### config.mk
export PLATFORM = sky130hd
export DESIGN_NAME = galaga_input_ctrl
export DESIGN_NICKNAME = d
export VERILOG_FILES = /design/src/rtl/galaga_input_ctrl_pkg.sv /design/src/rtl/galaga_input_ctrl_ps2_key_latch.sv /design/src/rtl/galaga_input_ctrl.sv
export SDC_FILE = /design/constraint.sdc
export NUM_CORES = 1
export LEC_CHECK = 0
export ABC_AREA = 1
export CORE_AREA = 2 2 96 52
export DETAILED_ROUTE_END_ITERATION = 16
export DIE_AREA = 0 0 98 54
export GPL_ROUTABILITY_DRIVEN = 0
export HOLD_SLACK_MARGIN = 0.12
export PLACE_DENSITY = 0.82
export SLEW_MARGIN = 20
export SYNTH_ARGS = -nofsm -noshare
export SYNTH_HDL_FRONTEND = slang
export SYNTH_SLANG_ARGS = --single-unit
### constraint.sdc
create_clock -name clk_sys -period 3.6 [get_ports clk_sys]
set_input_delay 0.9 -clock clk_sys [delete_from_list [all_inputs] [get_ports clk_sys]]
set_output_delay 0.9 -clock clk_sys [all_outputs]
set_load 0.005 [all_outputs]
### src/rtl/galaga_input_ctrl_pkg.sv
// Shared key codes, key-vector indices and sequencer types for the galaga input front-end.
package galaga_input_pkg;

    localparam logic [8:0] KEY_UP    = 9'h075;
    localparam logic [8:0] KEY_DOWN  = 9'h072;
    localparam logic [8:0] KEY_LEFT  = 9'h06B;
    localparam logic [8:0] KEY_RIGHT = 9'h074;
    localparam logic [8:0] KEY_SPACE = 9'h029;
    localparam logic [8:0] KEY_CTRL  = 9'h014;
    localparam logic [8:0] KEY_F1    = 9'h005;
    localparam logic [8:0] KEY_F2    = 9'h006;
    localparam logic [8:0] KEY_F3    = 9'h004;

    localparam int NUM_KEYS = 8;
    localparam int K_UP     = 0;
    localparam int K_DOWN   = 1;
    localparam int K_LEFT   = 2;
    localparam int K_RIGHT  = 3;
    localparam int K_FIRE   = 4;
    localparam int K_F1     = 5;
    localparam int K_F2     = 6;
    localparam int K_F3     = 7;

    typedef enum logic [2:0] {IDLE, COIN, GAP, START, RELEASE} seq_state_t;
    typedef enum logic [1:0] {SEL_P1, SEL_P2, SEL_COIN} seq_sel_t;

    function automatic int max3(input int a, input int b, input int c);
        int m;
        m = (a > b) ? a : b;
        return (m > c) ? m : c;
    endfunction

endpackage

### src/rtl/galaga_input_ctrl_ps2_key_latch.sv
// PS/2 event detector: a change of the toggle bit marks one key event, which sets
// or clears the matching held-key latch with the pressed flag.
module ps2_key_latch
    import galaga_input_pkg::*;
(
    input  logic                clk_sys,
    input  logic                reset,
    input  logic [10:0]         ps2_key,
    output logic [NUM_KEYS-1:0] keys
);

    logic                old_toggle;
    logic                key_event;
    logic                pressed;
    logic [8:0]          code;
    logic [NUM_KEYS-1:0] hit;

    assign key_event = ps2_key[10] != old_toggle;
    assign pressed   = ps2_key[9];
    assign code      = ps2_key[8:0];

    // Arrow keys arrive with or without the E0 prefix, so bit 8 is ignored for them only.
    always_comb begin
        hit         = '0;
        hit[K_UP]    = code[7:0] == KEY_UP[7:0];
        hit[K_DOWN]  = code[7:0] == KEY_DOWN[7:0];
        hit[K_LEFT]  = code[7:0] == KEY_LEFT[7:0];
        hit[K_RIGHT] = code[7:0] == KEY_RIGHT[7:0];
        hit[K_FIRE]  = (code == KEY_SPACE) || (code == KEY_CTRL);
        hit[K_F1]    = code == KEY_F1;
        hit[K_F2]    = code == KEY_F2;
        hit[K_F3]    = code == KEY_F3;
    end

    // Capturing the live toggle in reset keeps its reset-time value from looking like an event.
    always_ff @(posedge clk_sys) begin
        old_toggle <= ps2_key[10];
        if (reset) begin
            keys <= '0;
        end else begin
            for (int i = 0; i < NUM_KEYS; i++) begin
                if (key_event && hit[i]) begin
                    keys[i] <= pressed;
                end
            end
        end
    end

endmodule

### src/rtl/galaga_input_ctrl.sv
// Galaga control front-end: merges PS/2 keys with joystick bits, applies the
// horizontal remap and sequences coin/start pulses from a single start press.
//
// state   | meaning
// IDLE    | waiting for a start/coin request
// COIN    | coin high for COIN_PULSE cycles
// GAP     | all pulses low for START_DELAY cycles
// START   | start1 or start2 high for START_PULSE cycles
// RELEASE | waiting for the requesting button to be let go
module galaga_input_ctrl
    import galaga_input_pkg::*;
#(
    parameter int COIN_PULSE  = 1843200,
    parameter int START_DELAY = 3686400,
    parameter int START_PULSE = 1843200
) (
    input  logic        clk_sys,
    input  logic        reset,
    input  logic [10:0] ps2_key,
    input  logic [15:0] joy,
    input  logic        rot_horz,
    output logic        left1,
    output logic        right1,
    output logic        fire1,
    output logic        start1,
    output logic        start2,
    output logic        coin,
    output logic        busy
);

    localparam int CNT_W = $clog2(max3(COIN_PULSE, START_DELAY, START_PULSE)) + 1;
    localparam logic [CNT_W-1:0] COIN_TC  = CNT_W'(COIN_PULSE - 1);
    localparam logic [CNT_W-1:0] GAP_TC   = CNT_W'(START_DELAY - 1);
    localparam logic [CNT_W-1:0] START_TC = CNT_W'(START_PULSE - 1);

    logic [NUM_KEYS-1:0] keys;

    ps2_key_latch u_key_latch (
        .clk_sys (clk_sys),
        .reset   (reset),
        .ps2_key (ps2_key),
        .keys    (keys)
    );

    logic lvl_p1, lvl_p2, lvl_coin;
    logic lvl_p1_q, lvl_p2_q, lvl_coin_q;
    logic req1, req2, reqc;

    assign lvl_p1   = keys[K_F1] | joy[5];
    assign lvl_p2   = keys[K_F2] | joy[6];
    assign lvl_coin = keys[K_F3] | joy[7];

    assign req1 = lvl_p1   & ~lvl_p1_q;
    assign req2 = lvl_p2   & ~lvl_p2_q;
    assign reqc = lvl_coin & ~lvl_coin_q;

    // Edge history tracks the live level even in reset, so a button held through
    // reset must be released and pressed again before it requests anything.
    always_ff @(posedge clk_sys) begin
        lvl_p1_q   <= lvl_p1;
        lvl_p2_q   <= lvl_p2;
        lvl_coin_q <= lvl_coin;
    end

    always_ff @(posedge clk_sys) begin
        if (reset) begin
            left1  <= 1'b0;
            right1 <= 1'b0;
            fire1  <= 1'b0;
        end else begin
            left1  <= rot_horz ? (keys[K_DOWN] | joy[2]) : (keys[K_LEFT]  | joy[1]);
            right1 <= rot_horz ? (keys[K_UP]   | joy[3]) : (keys[K_RIGHT] | joy[0]);
            fire1  <= keys[K_FIRE] | joy[4];
        end
    end

    seq_state_t       state, state_nx;
    seq_sel_t         sel, sel_nx;
    logic [CNT_W-1:0] cnt, cnt_nx;
    logic             src_lvl;

    always_ff @(posedge clk_sys) begin
        if (reset) begin
            state <= IDLE;
            sel   <= SEL_P1;
            cnt   <= '0;
        end else begin
            state <= state_nx;
            sel   <= sel_nx;
            cnt   <= cnt_nx;
        end
    end

    always_comb begin
        case (sel)
            SEL_P1:  src_lvl = lvl_p1;
            SEL_P2:  src_lvl = lvl_p2;
            default: src_lvl = lvl_coin;
        endcase
    end

    always_comb begin
        state_nx = state;
        sel_nx   = sel;
        cnt_nx   = cnt;
        case (state)
            IDLE: begin
                cnt_nx = '0;
                if (req1) begin
                    sel_nx   = SEL_P1;
                    state_nx = COIN;
                end else if (req2) begin
                    sel_nx   = SEL_P2;
                    state_nx = COIN;
                end else if (reqc) begin
                    sel_nx   = SEL_COIN;
                    state_nx = COIN;
                end
            end
            COIN: begin
                if (cnt == COIN_TC) begin
                    cnt_nx   = '0;
                    state_nx = (sel == SEL_COIN) ? RELEASE : GAP;
                end else begin
                    cnt_nx = cnt + 1'b1;
                end
            end
            GAP: begin
                if (cnt == GAP_TC) begin
                    cnt_nx   = '0;
                    state_nx = START;
                end else begin
                    cnt_nx = cnt + 1'b1;
                end
            end
            START: begin
                if (cnt == START_TC) begin
                    cnt_nx   = '0;
                    state_nx = RELEASE;
                end else begin
                    cnt_nx = cnt + 1'b1;
                end
            end
            RELEASE: begin
                if (!src_lvl) begin
                    state_nx = IDLE;
                end
            end
            default: begin
                state_nx = IDLE;
                cnt_nx   = '0;
            end
        endcase
    end

    // Pulses decode straight from registered state, so they are mutually exclusive by construction.
    assign coin   = state == COIN;
    assign start1 = (state == START) && (sel == SEL_P1);
    assign start2 = (state == START) && (sel == SEL_P2);
    assign busy   = state != IDLE;

endmodule

==> results.yml <==
synthesis:
  synth_top_area_frac: 0.344
  synth.top_cells.by_area: "dfxtp_1, nand2_1, inv_1"
  ys_types: 36
  synth_commonest_cells: "nand2_1, inv_1, nor2_1, dfxtp_1, nand3_1"
  ys_seq_area_frac: 0.344
  avgSynthCellArea_sq_um: 6.52
  yosys_warnings: 0
  yosysMostFrequentCell: "nand2_1"
  synth_async_sr_flop_share: 0
  yosys.area.top_type: "dfxtp_1"
  synth_flop_cell: "dfxtp_1"
  syn-instance-count: 384
  synth-edff-count: 0
  syn_area_sq_mm: 0.00250
  synth_seq_cells: 43
  synth.net_count: 415
grt:
  grt_use_total: 0.254
  antenna_found_initial: 0
  overflow: 0
  grt_max_degree: 20
  grt_pass1_vias: 2188
  grt_pass1_wl_um: 10300
routing:
  vias_per_cell: 5.29
  drt_iter0_markers: 217
  routed_wl_um: 6120
  vias: 2513
  drt_first_pass_iters: 4
  antenna_left: 0
  wire_per_inst_um: 12.9
  drcViolationCount: 0
cells_and_area:
  antennaDiodeCount: 0
  syn2layout_area_growth_pct: 16.1
  drive_above_1_share: 0.0602
  n_fill_cell: 405
  nets: 445
run_status:
  status: "finished, final reports clean"
sta:
  setup_viol: 0
  min_period_over_period: 0.782
  slew_headroom: 0.667
  rsz0062_at_grt: "false"
  final_max_slew_viol_count: 0
  max_freq_ghz: 0.355
  setup_tns_ns: 0
  fin_crit_ns: 2.81
  clock_skew_ns: 0.00525
  worst_pin_slew_ns: 0.499
  finalHoldViolations: 0
die:
  die_area_sq_mm: 0.00529
  rows: 18
  coreArea_sq_mm: 0.00457
  initial_utilization: 0.547
  die_w_um: 98
  io_pins: 37
  die_h_um: 54
worst_setup_path:
  crit_path_max_incr_delay_ns: 0.52
  cp_max_fo: 5
  worstSetupPathType: "register to output port"
  crit_buf_inv: 2
  critPathCaptureType: "output port"
  cpMaxStageDelayCell: "clkdlybuf4s50_1"
  critPathTopFamily: "simple AND/OR/NAND/NOR gates"
  cp_cell_sequence: "inv_1 -> nor2_1 -> nand2_1 -> nor3_1 -> clkdlybuf4s50_1"
  arrival_ns: 1.91
  worstPathRequired_ns: 2.70
  cp-start-kind: "register"
flow_run:
  drv_cap: 0
clock_tree:
  cts_root_buffer: "clkbuf_8"
  cts.path.max_buffers: 2
  postCtsHoldBufs: 0
  clk_latency_ns: 0.30
  numCtsBuffers: 5
  cts.clk_slew.worst_paths_ns: 0.08
  cts_setup_buffers: 0
  cts_resized: 0
  cts_sinks: 43
  htree_levels: 2
  cts_tree: "yes"
placement:
  hpwl_um: 4720
  port_buffers: 28
min_path:
  holdCritPathClass: "register to register"
pwr:
  p_leak_uw: 0.00130
  power_uw: 1320
  ir_worst_vdd_mv: 0.227
  power.density_mw_per_mm2: 453
[metrics by stage]
stage / util / setup WS, ns / hold slack, ns / std cells / instance area, sq um
floorplan: - / 1.77 / 0.420 / 384 / 2500
global placement: 0.617 / 1.16 / 0.437 / 467 / 2820
detailed placement: 0.617 / 1.11 / 0.438 / 467 / 2820
CTS: 0.635 / 0.798 / 0.450 / 475 / 2910
global route: 0.635 / 0.620 / 0.485 / 475 / 2910
finish: 0.635 / 0.786 / 0.449 / 475 / 2910
[final timing paths]
check	startpoint	endpoint	slack, ns	cells past startpoint
worst min-delay path	u_key_latch.keys[2]	u_key_latch.keys[2]	0.45	2
worst max register to register	cnt[0]	cnt[6]	1.49	8
worst min register to register	u_key_latch.keys[2]	u_key_latch.keys[2]	0.45	2
worst max-delay path	state[0]	start1	0.79	5
[cell usage in the layout, fill, tap and decap left out, drive strengths merged, types with 2 or more instances in the layout]
cell and n:
o211ai 4, nand4 17, inv 65, dfxtp 43
clkdlybuf4s50 28, clkbuf 6, nor3 12, o21bai 4
nand2 92, nor2 61, o22ai 2, a21oi 22
xor2 5, o21ai 11, o21a 2, nand3 30
[metal layers]
layer,track usage,vias to the layer above,wire (um)
met5,0,-,0
met4,0.0856,0,83
met3,0.0701,11,560
met2,0.369,92,2310
met1,0.364,1111,3160
li1,-,1299,-
[flip-flops by register name (all words and copies together) (netlist names)]
register and cells:
state 3, u_key_latch.keys 8, left1 1, lvl_p1_q 1, sel 2, right1 1, lvl_p2_q 1, u_key_latch.old_toggle 1
cnt 23, lvl_coin_q 1, fire1 1
[worst min-delay path, stage by stage, from the launching register on]
cell and delay [ns]:
dfxtp_1 0.31, inv_1 0.05, a21oi_1 0.05
[where the power goes]
part / internal [uW] / total (uW) / switching (uW) / leakage (uW)
clock: 136 / 306 / 171 / 0.0000412
sequential: 510 / 540 / 29.7 / 0.000350
combinational: 159 / 469 / 310 / 0.000906
total: 805 / 1320 / 510 / 0.00130
[cell type report]
class	instances	area, sq um	area share
clock buffer	6	72.6	0.0250
clock inverter	2	12.5	0.00431
inverter	65	244	0.0840
multi-input combinational	270	1350	0.466
sequential	43	861	0.296
tap	60	75.1	0.0258
timing repair buffer	29	288	0.0991
[cell families after synthesis]
group                      share of synthesized area
buffers and inverters                          0.115
and+or+nand+nor                                0.397
DFF                                            0.344
xor gates and xnor gates                      0.0175
AOI/OAI and AO/OA                              0.122
adders and majority gates                    0.00500
Note: power is estimated with default switching activity, not from simulation.
